## src/rtl/shift_serializer.sv

```systemverilog
// Parallel-to-serial converter: loads a WIDTH-bit word, emits CHUNK-bit slices MSB-first.
// Define SHIFT_SERIALIZER_BACK_TO_BACK_EN for zero-bubble word-to-word streaming.
module shift_serializer #(
  parameter int   WIDTH     = 8,
  parameter int   CHUNK     = 1,
  parameter logic PAD_VALUE = 1'b0
) (
  input  logic             clock,
  input  logic             resetn,
  input  logic [WIDTH-1:0] parallel_data,
  input  logic             parallel_valid,
  output logic             parallel_ready,
  output logic [CHUNK-1:0] serial_data,
  output logic             serial_valid,
  input  logic             serial_ready,
  output logic             busy
);

  localparam int SLICES = WIDTH / CHUNK;
  localparam int CW     = $clog2(SLICES + 1);

  logic [WIDTH-1:0] shreg;
  logic [CW-1:0]    count;
  logic             valid_q;
  logic             load;
  logic             shift;
  logic [WIDTH-1:0] shifted;

  generate
    if (CHUNK == WIDTH) begin : g_full
      assign shifted = {WIDTH{PAD_VALUE}};
    end else begin : g_part
      assign shifted = {shreg[WIDTH-CHUNK-1:0], {CHUNK{PAD_VALUE}}};
    end
  endgenerate

`ifdef SHIFT_SERIALIZER_BACK_TO_BACK_EN
  // Final slice leaving this edge frees the register for the next word.
  assign parallel_ready = (count == '0) ||
                          (count == CW'(1) && serial_ready);
`else
  assign parallel_ready = (count == '0);
`endif

  assign load  = parallel_valid && parallel_ready;
  assign shift = valid_q && serial_ready;

  always_ff @(posedge clock or negedge resetn) begin
    if (!resetn) begin
      shreg   <= {WIDTH{PAD_VALUE}};
      count   <= '0;
      valid_q <= 1'b0;
    end else if (load) begin
      shreg   <= parallel_data;
      count   <= CW'(SLICES);
      valid_q <= 1'b1;
    end else if (shift) begin
      shreg   <= shifted;
      count   <= count - CW'(1);
      valid_q <= (count != CW'(1));
    end
  end

  assign serial_data  = shreg[WIDTH-1 -: CHUNK];
  assign serial_valid = valid_q;
  assign busy         = valid_q;

endmodule

```

## config.mk

```make
export PLATFORM = sky130hd
export DESIGN_NAME = shift_serializer
export DESIGN_NICKNAME = d
export VERILOG_FILES = /design/src/rtl/shift_serializer.sv
export SDC_FILE = /design/constraint.sdc
export NUM_CORES = 1
export LEC_CHECK = 0
export CORE_MARGIN = 1
export CORE_UTILIZATION = 50
export CTS_CLUSTER_DIAMETER = 200
export DETAILED_ROUTE_END_ITERATION = 12
export PLACE_DENSITY = 0.8
export SLEW_MARGIN = 5
export SYNTH_ARGS = -nofsm -noshare
export SYNTH_HDL_FRONTEND = slang
export SYNTH_SLANG_ARGS = --single-unit
export TNS_END_PERCENT = 20
```

## constraint.sdc

```tcl
create_clock -name clock -period 2.5 [get_ports clock]
set_input_delay 0.5 -clock clock [delete_from_list [all_inputs] [get_ports clock]]
set_output_delay 0.5 -clock clock [all_outputs]
set_load 0.01 [all_outputs]
```

==> reports/qor.txt, run 1 <==
CP endpoint kind: output port
GRT Resource Usage Total: 19.9%
Postcts setup bufs: 0
Core Area: 1190 sq um
Post-Syn Instances: 63
Initial DRC count: 5
TritonCTS clock tree: done
Maximum clock insertion buffer count: 2
Top cell type's share of synthesized area: 48.1%
Crit path launch: count[0]
Largest net degree at the start of global routing: 22
Fraction of power consumed by combinational cells: 6.5%
Final Max Tran Viols: 0
Worst path slowest cell: clkdlybuf4s50_1
Post-CTS Resized: 0
Highest fanout seen on the critical path: 3
Number of I/O pins: 16
Worst path bufs/invs: 2
Final nets: 93
WL final: 1080 um
GRT overflow: 0
Hold Crit Class: reg -> reg
IO Port Bufs: 15
Asr flop ratio synth: 100%
Routing usage on met3: 10.4%
Root buffer cell: clkbuf_4
Cell taking the most area after synthesis: dfrtp_1
Sw Pwr: 68.8 uW
Grt met1 use: 24.7%
#FFs+latches synth: 13
Crit path DAT: 1.64 ns
Crit path launch type: flip-flop
Unique cell type count in the Yosys netlist: 20
Share of cells above drive strength 1: 9.09%
CP top delay family: buffers and inverters
Critical Path RT: 2.00 ns
Detail Route Antenna Nets: 0
Worst-path clk slew: 0.07 ns
First-pass detailed-route iteration total: 4
Leak Pwr: 0.419 nW
Max stage delay on crit path: 0.53 ns
Tightest hold margin: 0.518 ns
Setup Total Neg Slack: 0 ns
Final Cycle Share: 85.4%
Syn nets: 78
R2R Path Start: count[0]
Die height: 38.8 um
# DRC: 0
Max Cap Violations: 0
Cell Area, Synth: 677 sq um
Seq pwr share: 59.0%
GPL Wtd Cong: 0.807
Synth top area cells: dfrtp_1, mux2i_1, o21ai_1
Area growth syn-to-layout: 23.3%
Placed cell areas: 808 sq um
Syn avg cell area: 10.7 sq um
Fill count: 104
Avg WL per Cell: 11.8 um
Cell Pwr Density: 427 nW/um^2
Final hold violation count: 0
GR peak layer: met2
Setup CP Type: reg -> out
CP Cell Sequence: inv_1 > ha_1 > and2_1 > clkdlybuf4s50_1
DIE AREA: 1510 sq um
Cell area after layout: 835 sq um
Total power: 356 uW
N_diodes: 0
Placement Rows: 12
Initial cell density of the core: 57.1%
H-tree Lvls: 1
Top FF cell, synth: dfrtp_1
DP HPWL: 793 um
EDFF count, synth: 0
Worst slew margin: 63.2%
Status: finished clean
Global routing usage on met2: 26.7%
Most frequent cells in the layout: clkdlybuf4s50_1, dfrtp_1, nand2_1
Commonest non-fill, non-tap cell in the layout: clkdlybuf4s50_1
Clk_lat worst skew: 0.27 ns
Pin slew with the least headroom to its limit: 0.550 ns
Register area share after synthesis: 48.1%
Number of global-route vias before repair: 440
Width of the die: 38.8 um
Peak supply drop: 0.317 mV
Hold Crit Start: count[3]
RSZ-0062 raised after global routing: no
Setup violators final: 0
Clk pwr share: 34.5%
Final Skew: 0.00610 ns
CTS Buf Count: 3
Int Pwr: 287 uW
Fmax: 468 MHz
Initial antenna violation count: 0
Via count: 452
First-pass GRT wire length: 1880 um
Cts-stage hold buffer count: 0
Yosys warns: 0
Switching share of total power: 19.3%
Fin crit period: 2.14 ns
Routed vias/inst: 4.97
Clock sink count: 13
power by group through the flow:
stage | logic [mW] | registers, mW | clock network [mW]
floorplan | 0.00259 | 0.214 | 0
global placement | 0.0228 | 0.214 | 0
detailed placement | 0.0233 | 0.214 | 0
CTS | 0.0235 | 0.210 | 0.129
global route | 0.0247 | 0.210 | 0.142
finish | 0.0230 | 0.210 | 0.123
cell families after synthesis:
| kind of cell | Yosys count | share of synthesized area (%) |
|---|---|---|
| flops | 13 | 48.1 |
| mux | 8 | 11.8 |
| xor+xnor | 2 | 2.59 |
| buf+inv | 7 | 6.47 |
| fa+ha+maj | 3 | 5.55 |
| compound gates | 11 | 9.98 |
| simple gates | 19 | 15.5 |
cells in the mapped netlist, types with 2 or more instances:
cell / count
buf_4: 2
dfrtp_1: 13
inv_1: 2
nand2_1: 9
o21ai_1: 8
nor2_1: 4
nand3_1: 2
mux2i_1: 8
clkbuf_2: 2
ha_1: 3
worst paths after layout:
kind | end | slack [ns] | cells past startpoint
worst max-delay path | parallel_ready | 0.36 | 4
worst min-delay path | count[3] | 0.52 | 1
min in group asynchronous | count[2] | 0.58 | 1
worst max register to register | count[3] | 1.13 | 5
worst min register to register | count[3] | 0.52 | 1
max in group asynchronous | shreg[1] | 1.55 | 1
routing by layer:
metal  routed length [um]  share of wire, %  vias up
li1                     -                 -      241
met2                  433                40       15
met1                  548                51      192
met3                   63               5.9        4
met5                    0                 0        -
met4                   29               2.7        0
state kept, by name, summed over array words and instances (netlist names):
signal / count
shreg: 8
busy: 1
count: 4
final cells by class:
type,instances,area [sq um],share of cell area (%)
Multi-Input combinational cell,43,308,36.9
Clock buffer,4,26.3,3.15
Inverter,2,7.51,0.900
Sequential cell,13,325,39.0
Tap cell,14,17.5,2.10
Timing Repair Buffer,15,150,18.0
metrics by stage:
| step | instances | setup WS [ns] | utilization [%] |
|---|---|---|---|
| 3_5_place_dp | 87 | 0.659 | 68.1 |
| 4_1_cts | 91 | 0.352 | 70.4 |
| 6_report | 91 | 0.364 | 70.4 |
| 2_1_floorplan | 63 | 1.20 | - |
| 5_1_grt | 91 | 0.255 | 70.4 |
| 3_3_place_gp | 87 | 0.686 | 68.1 |
worst reg2reg max path, delay by kind of cell, from the launching register on:
kind | cells | cell delay, ns
adder cells (fa/ha/maj) | 1 | 0.19
buffers and inverters | 1 | 0.12
flip-flops | 1 | 0.41
multiplexers | 1 | 0.11
AND/OR/NAND/NOR | 2 | 0.46
Note: power is estimated with default switching activity, not from simulation.
==> run 2: changes to the inputs <==
Settings changed: CORE_AREA set to 2 2 39 41, CORE_MARGIN 1 to unset, CORE_UTILIZATION 50 to unset, DIE_AREA set to 0 0 41 43, DONT_BUFFER_PORTS set to 1, PLACE_DENSITY 0.8 to 0.66.
Clock period 2.5 ns to 2.1 ns, I/O delays scaled along.
==> reports/qor.txt, run 2 (synthesis gave the netlist of run 1 again) <==
CTS Buf Count: 3
R2R Path Start: count[0]
TritonCTS clock tree: done
Final nets: 79
Leak Pwr: 0.366 nW
Share of cells above drive strength 1: 11.1%
Post-CTS Resized: 0
Number of I/O pins: 16
Fin crit period: 1.59 ns
CP Capture Point: parallel_ready
GRT overflow: 0
Worst R2R Path Depth: 5
CP Cell Sequence: inv_1 > ha_1 > and2_1
Most frequent cells in the layout: dfrtp_1, nand2_1, mux2i_1, o21ai_1, nor2_1
Final hold violation count: 0
Max stage delay on crit path: 0.41 ns
Final Max Tran Viols: 0
Crit path launch type: flip-flop
Initial cell density of the core: 48.9%
Maximum clock insertion buffer count: 2
DIE AREA: 1760 sq um
Worst slew margin: 62.3%
Highest fanout seen on the critical path: 3
Largest net degree at the start of global routing: 22
Core Area: 1380 sq um
WL final: 1020 um
Root buffer cell: clkbuf_4
N_diodes: 0
GRT Resource Usage Total: 15.4%
Peak supply drop: 0.329 mV
Worst-path clk slew: 0.08 ns
Width of the die: 41 um
Final Cycle Share: 75.8%
CP endpoint kind: output port
Number of global-route vias before repair: 396
Area growth syn-to-layout: 2.96%
Worst path slowest cell: dfrtp_1
Routed vias/inst: 5.41
Finished Layout Cells: 79
Hold Crit Class: in -> reg
Via count: 427
Setup violators final: 0
Max Cap Violations: 0
Setup Total Neg Slack: 0 ns
Final Skew: 0.00419 ns
Clock sink count: 13
First-pass detailed-route iteration total: 2
IO Port Bufs: 0
Largest reg by FF count: shreg
Die height: 43 um
RSZ-0062 raised after global routing: no
H-tree Lvls: 1
Max reg flops: 8
First-pass GRT wire length: 1740 um
Crit path launch: count[0]
Status: finished clean
FF-to-FF End: count[3]
Placed Cells: 74
Clk_lat worst skew: 0.27 ns
Critical Path RT: 1.68 ns
Commonest non-fill, non-tap cell in the layout: dfrtp_1
Initial DRC count: 4
GPL Wtd Cong: 0.676
Detail Route Antenna Nets: 0
Crit path DAT: 1.17 ns
Fill count: 141
Reg2reg setup slack: 0.71 ns
Fmax: 628 MHz
Tightest hold margin: 0.256 ns
Pin slew with the least headroom to its limit: 0.563 ns
Avg WL per Cell: 13.0 um
Initial antenna violation count: 0
DP HPWL: 709 um
# DRC: 0
Placement Rows: 14
Setup CP Type: reg -> out
Final Core Density: 50.4%
Cell Pwr Density: 584 nW/um^2
run 2: changes by cell type in the layout (fill, tap and decap cells not counted), sizes merged:
cell	previous run	this run
clkdlybuf4s50	15	0
dlygate4sd3	0	1
run 2: metrics by stage:
stage          cell area (sq um)  total power, mW  worst slack [ns]
3_3_place_gp                 661            0.256             0.794
2_1_floorplan                677            0.258             0.834
6_report                     697            0.407             0.508
3_5_place_dp                 661            0.256             0.735
5_1_grt                      697            0.425             0.439
4_1_cts                      697            0.414             0.488
run 2: layout make-up:
class | count | area, sq um | share of cell area (%)
clock buffers | 4 | 26.3 | 3.77
flip-flops and latches | 13 | 325 | 46.7
well taps | 16 | 20.0 | 2.87
multi-input cells | 43 | 308 | 44.2
repair buffers | 1 | 10.0 | 1.44
inverters | 2 | 7.51 | 1.08
run 2: layer usage:
metal | wire length, um | GRT usage (%) | vias up
met1 | 450 | 18.7 | 203
met4 | 9 | 8.00 | 0
met3 | 66 | 7.85 | 2
met5 | 0 | 0 | -
met2 | 498 | 21.6 | 12
li1 | - | - | 210
run 2: what timing repair did:
item	4_1_cts	5_1_grt
endpoints found under the hold margin	13	0
hold buffers	1	0
setup buffers	0	0
run 2: where the power goes:
part / internal, mW / leakage [nW] / switching [mW] / total (mW)
combinational: 0.00194 / 0.175 / 0.00475 / 0.00669
sequential: 0.250 / 0.176 / 0 / 0.250
clock: 0.0735 / 0.0150 / 0.0768 / 0.150
total: 0.325 / 0.366 / 0.0816 / 0.407
run 2: worst min path at each step:
| stage | from | end | depth (start not counted) |
|---|---|---|---|
| floorplan | resetn | busy | 0 |
| global placement | resetn | count[1] | 0 |
| detailed placement | resetn | count[1] | 0 |
| CTS | serial_ready | count[1] | 1 |
| global route | serial_ready | count[1] | 1 |
| finish | serial_ready | count[1] | 1 |
run 2: critical path, delay by kind of cell (launching register included):
| family | cells | cell delay, ns |
|---|---|---|
| buffers and inverters | 1 | 0.13 |
| adders and majority gates | 1 | 0.18 |
| and+or+nand+nor | 1 | 0.18 |
| DFF | 1 | 0.41 |
